## src/rtl/com_pkg.sv

```systemverilog
// Shared constants and FSM state type for the centre-of-mass tracker.
package com_pkg;

    localparam int unsigned FRAME_WIDTH  = 320;
    localparam int unsigned FRAME_HEIGHT = 240;
    localparam int unsigned SUM_W        = 25;
    localparam int unsigned CNT_W        = 17;
    localparam int unsigned X_W          = 11;
    localparam int unsigned Y_W          = 10;
    localparam int unsigned Q_W          = X_W;

    typedef enum logic [1:0] {
        ACCUM,
        DIV_X,
        DIV_Y,
        EMIT
    } com_state_t;

endpackage

```

## src/rtl/com_divider.sv

```systemverilog
// Restoring unsigned divider, one quotient bit per cycle; done pulses 26 cycles after start.
module com_divider
    import com_pkg::*;
(
    input  logic             clk_in,
    input  logic             rst_n_in,
    input  logic             start,
    input  logic [SUM_W-1:0] dividend,
    input  logic [CNT_W-1:0] divisor,
    output logic             done,
    output logic [Q_W-1:0]   quotient
);

    localparam int unsigned STEP_W = 5;

    logic [SUM_W-1:0]  quot_q;
    logic [CNT_W-1:0]  rem_q;
    logic [CNT_W-1:0]  div_q;
    logic [STEP_W-1:0] steps_q;
    logic              running_q;

    logic [CNT_W:0]    shifted_c;
    logic [CNT_W-1:0]  trial_c;
    logic              fits_c;

    // One restoring step: shift in the next dividend bit and try a subtract.
    always_comb begin
        shifted_c = {rem_q, quot_q[SUM_W-1]};
        trial_c   = shifted_c[CNT_W-1:0] - div_q;
        fits_c    = (shifted_c >= {1'b0, div_q});
    end

    always_ff @(posedge clk_in) begin
        if (!rst_n_in) begin
            quot_q    <= '0;
            rem_q     <= '0;
            div_q     <= '0;
            steps_q   <= '0;
            running_q <= 1'b0;
            done      <= 1'b0;
        end else begin
            done <= 1'b0;
            if (start) begin
                quot_q    <= dividend;
                div_q     <= divisor;
                rem_q     <= '0;
                steps_q   <= STEP_W'(SUM_W);
                running_q <= 1'b1;
            end else if (running_q) begin
                quot_q  <= {quot_q[SUM_W-2:0], fits_c};
                rem_q   <= fits_c ? trial_c : shifted_c[CNT_W-1:0];
                steps_q <= steps_q - STEP_W'(1);
                if (steps_q == STEP_W'(1)) begin
                    running_q <= 1'b0;
                    done      <= 1'b1;
                end
            end
        end
    end

    assign quotient = quot_q[Q_W-1:0];

endmodule

```

## src/rtl/com_tracker.sv

```systemverilog
// Per-frame centre of mass of masked pixels; optional temporal smoothing under COM_SMOOTH_EN.
module com_tracker
    import com_pkg::*;
#(
    parameter int unsigned MIN_PIXELS = 16
) (
    input  logic           clk_in,
    input  logic           rst_n_in,
    input  logic [X_W-1:0] hcount_in,
    input  logic [Y_W-1:0] vcount_in,
    input  logic           pixel_valid_in,
    input  logic           mask_in,
    output logic [X_W-1:0] x_com_out,
    output logic [Y_W-1:0] y_com_out,
    output logic           com_valid_out,
    output logic           com_lost_out,
    output logic           busy_out
);

    com_state_t       state, state_next;

    logic [SUM_W-1:0] sum_x, sum_y, snap_x, snap_y;
    logic [CNT_W-1:0] count, snap_cnt;
    logic [X_W-1:0]   x_raw;
    logic [Y_W-1:0]   y_raw;
    logic             start_q;
`ifdef COM_SMOOTH_EN
    logic             have_prev;
`endif

    logic             hit_c, end_c, enough_c;
    logic [SUM_W-1:0] tot_x_c, tot_y_c;
    logic [CNT_W-1:0] tot_cnt_c;
    logic             div_start_c, div_sel_y_c, div_done;
    logic [Q_W-1:0]   div_quot;

    // Running totals including the current pixel, so the end pixel counts.
    always_comb begin
        hit_c     = pixel_valid_in && mask_in;
        end_c     = pixel_valid_in && (hcount_in == X_W'(FRAME_WIDTH - 1))
                                   && (vcount_in == Y_W'(FRAME_HEIGHT - 1));
        tot_x_c   = sum_x + (hit_c ? SUM_W'(hcount_in) : '0);
        tot_y_c   = sum_y + (hit_c ? SUM_W'(vcount_in) : '0);
        tot_cnt_c = count + CNT_W'(hit_c);
        enough_c  = (tot_cnt_c >= CNT_W'(MIN_PIXELS));
    end

    always_ff @(posedge clk_in) begin
        if (!rst_n_in) state <= ACCUM;
        else           state <= state_next;
    end

    // Y division is launched in the same cycle the X quotient arrives.
    always_comb begin
        state_next  = state;
        div_start_c = start_q;
        div_sel_y_c = 1'b0;
        case (state)
            ACCUM: if (end_c && enough_c) state_next = DIV_X;
            DIV_X: if (div_done) begin
                state_next  = DIV_Y;
                div_start_c = 1'b1;
                div_sel_y_c = 1'b1;
            end
            DIV_Y: if (div_done) state_next = EMIT;
            EMIT:  state_next = ACCUM;
            default: state_next = ACCUM;
        endcase
    end

    com_divider u_div (
        .clk_in   (clk_in),
        .rst_n_in (rst_n_in),
        .start    (div_start_c),
        .dividend (div_sel_y_c ? snap_y : snap_x),
        .divisor  (snap_cnt),
        .done     (div_done),
        .quotient (div_quot)
    );

    always_ff @(posedge clk_in) begin
        if (!rst_n_in) begin
            sum_x         <= '0;
            sum_y         <= '0;
            count         <= '0;
            snap_x        <= '0;
            snap_y        <= '0;
            snap_cnt      <= '0;
            x_raw         <= '0;
            y_raw         <= '0;
            start_q       <= 1'b0;
            x_com_out     <= '0;
            y_com_out     <= '0;
            com_valid_out <= 1'b0;
            com_lost_out  <= 1'b0;
            busy_out      <= 1'b0;
`ifdef COM_SMOOTH_EN
            have_prev     <= 1'b0;
`endif
        end else begin
            com_valid_out <= 1'b0;
            com_lost_out  <= 1'b0;
            start_q       <= (state == ACCUM) && (state_next == DIV_X);
            busy_out      <= (state_next != ACCUM);

            if (end_c) begin
                sum_x <= '0;
                sum_y <= '0;
                count <= '0;
            end else begin
                sum_x <= tot_x_c;
                sum_y <= tot_y_c;
                count <= tot_cnt_c;
            end

            // Frames ending while a division is running are dropped.
            if (end_c && state == ACCUM) begin
                snap_x   <= tot_x_c;
                snap_y   <= tot_y_c;
                snap_cnt <= tot_cnt_c;
                if (!enough_c) begin
                    com_lost_out <= 1'b1;
`ifdef COM_SMOOTH_EN
                    have_prev    <= 1'b0;
`endif
                end
            end

            if (div_done && state == DIV_X) x_raw <= div_quot;
            if (div_done && state == DIV_Y) y_raw <= div_quot[Y_W-1:0];

            if (state == EMIT) begin
                com_valid_out <= 1'b1;
`ifdef COM_SMOOTH_EN
                // The held outputs are the previous COM; average with it once seeded.
                if (have_prev) begin
                    x_com_out <= X_W'(({1'b0, x_com_out} + {1'b0, x_raw}) >> 1);
                    y_com_out <= Y_W'(({1'b0, y_com_out} + {1'b0, y_raw}) >> 1);
                end else begin
                    x_com_out <= x_raw;
                    y_com_out <= y_raw;
                end
                have_prev <= 1'b1;
`else
                x_com_out <= x_raw;
                y_com_out <= y_raw;
`endif
            end
        end
    end

endmodule

```

## config.mk

```make
export PLATFORM = sky130hd
export DESIGN_NAME = com_tracker
export DESIGN_NICKNAME = d
export VERILOG_FILES = /design/src/rtl/com_pkg.sv /design/src/rtl/com_divider.sv /design/src/rtl/com_tracker.sv
export SDC_FILE = /design/constraint.sdc
export NUM_CORES = 1
export LEC_CHECK = 0
export ABC_AREA = 1
export CAP_MARGIN = 15
export CORE_MARGIN = 10
export CORE_UTILIZATION = 37
export CTS_CLUSTER_SIZE = 14
export DETAILED_ROUTE_END_ITERATION = 6
export PLACE_DENSITY = 0.54
export SYNTH_ARGS = -nofsm -noshare
export SYNTH_HDL_FRONTEND = slang
export SYNTH_SLANG_ARGS = --single-unit
```

## constraint.sdc

```tcl
create_clock -name clk_in -period 5.4 [get_ports clk_in]
set_input_delay 1.62 -clock clk_in [delete_from_list [all_inputs] [get_ports clk_in]]
set_output_delay 1.62 -clock clk_in [all_outputs]
set_load 0.005 [all_outputs]
```

==> results.txt <==
----------------------------------------------------
[Run status]
  Result of the run ... complete, no violations

[Yosys]
  Async set or reset register ratio after synthesis ... 0%
  FF+latch count, synth ... between 200 and 250
  Number of warning messages in the yosys log ... 0
  Number of cells produced by synthesis ... approximately 1700
  Biggest area contributors in the synthesized netlist ... dfxtp_1 (40%), nand2_1 (11%), inv_1 (6.1%)
  Syn nets ... between 1500 and 2000
  Sequential area share after synthesis ... between 40% and 50%
  Mapped cell area ... roughly 0.012 mm^2
  Synth unique cells ... 46
  Number of enable flip-flop cells after synthesis ... 0
  Synth Flop Type ... dfxtp_1
  Top-area cell type share of the netlist area ... 40.4%
  Mean cell area of the mapped netlist ... between 7 and 8 um^2
  Biggest area consumer among synthesized cells ... dfxtp_1

[Worst hold path]
  Hold Path Class ... reg2reg

[Die]
  Die boundary width ... slightly above 200 um
  Total Die Area ... around 0.04 mm^2
  Initial Util ... 37.6%
  FP Rows ... between 60 and 70
  IO Pins ... between 40 and 50
  Core Region ... roughly 0.033 mm^2
  Die height ... 202 um

[Clocking]
  Count of cells resized by post-cts repair ... 0
  Clock sink count ... ~250
  Master cell of the clock root buffer ... clkbuf_16
  TritonCTS clock tree ... built
  Hold buffer count at cts ... 0
  Number of setup buffers added after CTS ... 0
  Latest clock arrival within the worst-skew pair ... around 0.56 ns
  CTS H-tree lvls ... 1
  CTS Buffer Depth ... 3
  Reg clk slew, reported paths ... about 0.06 ns
  Num CTS Buffers ... 29

[Job]
  Total of max-cap violations ... 0

[GRT]
  Number of antenna violations at the first check in global routing ... 0
  Total congestion overflow ... 0
  Pin count of the biggest net entering global routing ... 67
  Vias in the first global route ... approximately 10000
  Global-route usage over all layers ... approximately 16%
  Global-route wire length before repair ... 53400 um

[Worst setup path]
  Cell at the slowest stage of the critical path ... clkdlybuf4s50_1
  Endpoint arrival time on the critical path ... roughly 4.5 ns
  Critical path cell sequence ... clkdlybuf4s50_1 > nand2_1 > nor2_1 > ha_1 > inv_1 > fa_1 > o21ai_2 > nand3_1 > nand3_1 > nand2_1 > o21ai_0 > nand3_1 > nand2_1 > inv_1
  Worst endpoint required time ... roughly 5.9 ns
  Crit path largest cell delay ... around 0.48 ns
  Sort of element at the end of the critical path ... flop
  Worst Setup Start Kind ... input port
  Critical setup path kind ... in2reg
  CP Max Fanout ... 20
  Reg-to-reg slack, setup ... 2.66 ns

[Final layout]
  Total area of sequential cells ... 0.00496 mm^2
  Area used by multi-input combinational logic ... ~0.0062 mm^2
  Fraction of final layout cells sized beyond drive strength 1 ... 6.27%
  Share of the core filled with cells ... 43.3%
  Fillers ... 3412
  NumNets Final ... ~1800
  Post-route cell area ... between 0.01 and 0.015 mm^2
  Antenna Cells ... 0
  Area growth, synth to finish ... 15.1%

[Routing]
  Drc violations ... 0
  Vias per std cell ... approximately 4.9
  First drt pass iteration count ... 5
  Total length of routed wires ... approximately 33000 um
  Iter 0 DRT Violations ... 663
  Routed WL per cell ... between 10 and 15 um
  Vias ... about 11000
  Antenna-violating nets left ... 0

[Timing]
  RSZ-0062 raised after global routing ... no
  Accumulated negative setup slack ... 0 ns
  Worst slew pin tran ... roughly 1.1 ns
  Layout Skew ... roughly 0.02 ns
  Fin. Hold Viols ... 0
  Hold slack final ... roughly 0.46 ns
  FMAX ... between 200 and 250 MHz
  Total setup violations reported at the end of the flow ... 0
  Part of the cycle the worst path needs ... 75.3%
  Max_slew headroom ... 29.0%
  Number of max-slew violations in the final report ... 0
  Post-layout minimum cycle time ... roughly 4.1 ns

[Pwr]
  Cell leakage power ... roughly 5.9 nW
  PwrDens ... about 290 mW/mm^2
  Peak ir drop on the vdd network ... about 0.00023 V
  Post-layout total power ... slightly above 4 mW

[Placement]
  Final weighted congestion in routability-driven placement ... 0.870
  Half-perimeter wire length after placement ... approximately 23000 um
  Buffers added on ports ... 48
  Placed Instance Area ... around 0.013 mm^2

----------------------------------------------------
layout make-up:
type	instances	share of cell area, %
clock inverters	18	1.74
clock buffers	36	5.53
well taps	442	3.91
repair buffers	59	4.28
multi-input cells	1188	44.0
flip-flops and latches	248	35.1
inverters	205	5.44
per-stage QoR:
stage                     setup WS [ns]  std cells
after CTS                          1.36       2195
after floorplan                    1.78       1716
after detailed placement          0.774       2141
after global placement            0.822       2141
final                              1.33       2196
after global routing              0.968       2196
worst paths after layout:
kind / startpoint / to / cells after the start
setup reg to reg: state[1] / u_div.quot_q[0] / 8
setup / recovery: pixel_valid_in / snap_x[20] / 14
hold reg to reg: y_raw[0] / y_com_out[0] / 2
hold / removal: y_raw[0] / y_com_out[0] / 2
flip-flops by register name, summed over array words and instances, names as in the netlist, 2 cells and up:
signal / flops
sum_x: 25
snap_x: 25
y_com_out: 10
u_div.steps_q: 5
u_div.rem_q: 17
x_com_out: 11
x_raw: 11
y_raw: 10
sum_y: 25
state: 2
count: 17
u_div.quot_q: 25
snap_cnt: 17
u_div.div_q: 17
snap_y: 25
report_power, final:
group | leakage [nW] | internal [mW] | switching [mW]
Clock | 0.504 | 1.27 | 0.816
Combinational | 3.38 | 0.0555 | 0.107
Sequential | 2.00 | 1.84 | 0.00540
Total | 5.88 | 3.17 | 0.929
worst max-delay path: cells and delay by family:
kind | cells | cell delay [ns]
buf+inv | 3 | 0.58
fa+ha+maj | 2 | 0.61
compound gates | 2 | 0.54
simple gates | 7 | 1.20
per-layer routing:
layer,track usage (%),vias up,share of wire [%]
met2,23.5,169,42
li1,-,5623,-
met3,2.25,38,4.0
met5,0,-,0
met4,3.70,0,1.8
met1,22.5,4965,53
Yosys cell counts (15+ instances only):
cell type / number
a21oi_1: 147
buf_2: 25
clkbuf_1: 44
dfxtp_1: 248
ha_1: 42
inv_1: 201
nand2_1: 352
nand2_2: 15
nand3_1: 110
nand3b_1: 22
nor2_1: 170
o21a_1: 23
o21ai_0: 150
xnor2_1: 23
xor2_1: 25
layout by cell type, fill, tap and decap left out, drive strengths merged, types with 2 or more instances in the layout:
cell type	count
nand2	369
dfxtp	248
inv	204
nor2	172
a21oi	159
o21ai	151
nand3	117
clkdlybuf4s50	47
ha	42
clkbuf	36
xor2	25
o21a	23
xnor2	23
nand3b	23
nor3	16
nand4	14
a31oi	13
buf	12
clkinv	12
a41oi	10
a21o	6
o211ai	6
bufinv	5
and2	3
o21bai	3
fa	3
or2	3
nor3b	2
nor4	2
clkinvlp	2
logic make-up (layout without fill, tap and decap cells):
| group | after synthesis | after routing | synth area share (%) |
|---|---|---|---|
| fa+ha+maj | 45 | 45 | 4.76 |
| buf+inv | 280 | 318 | 9.05 |
| xor+xnor | 48 | 48 | 3.42 |
| simple gates | 723 | 723 | 25.5 |
| flops | 248 | 248 | 40.4 |
| compound gates | 372 | 372 | 16.9 |
(Power assumes the default switching activity.)
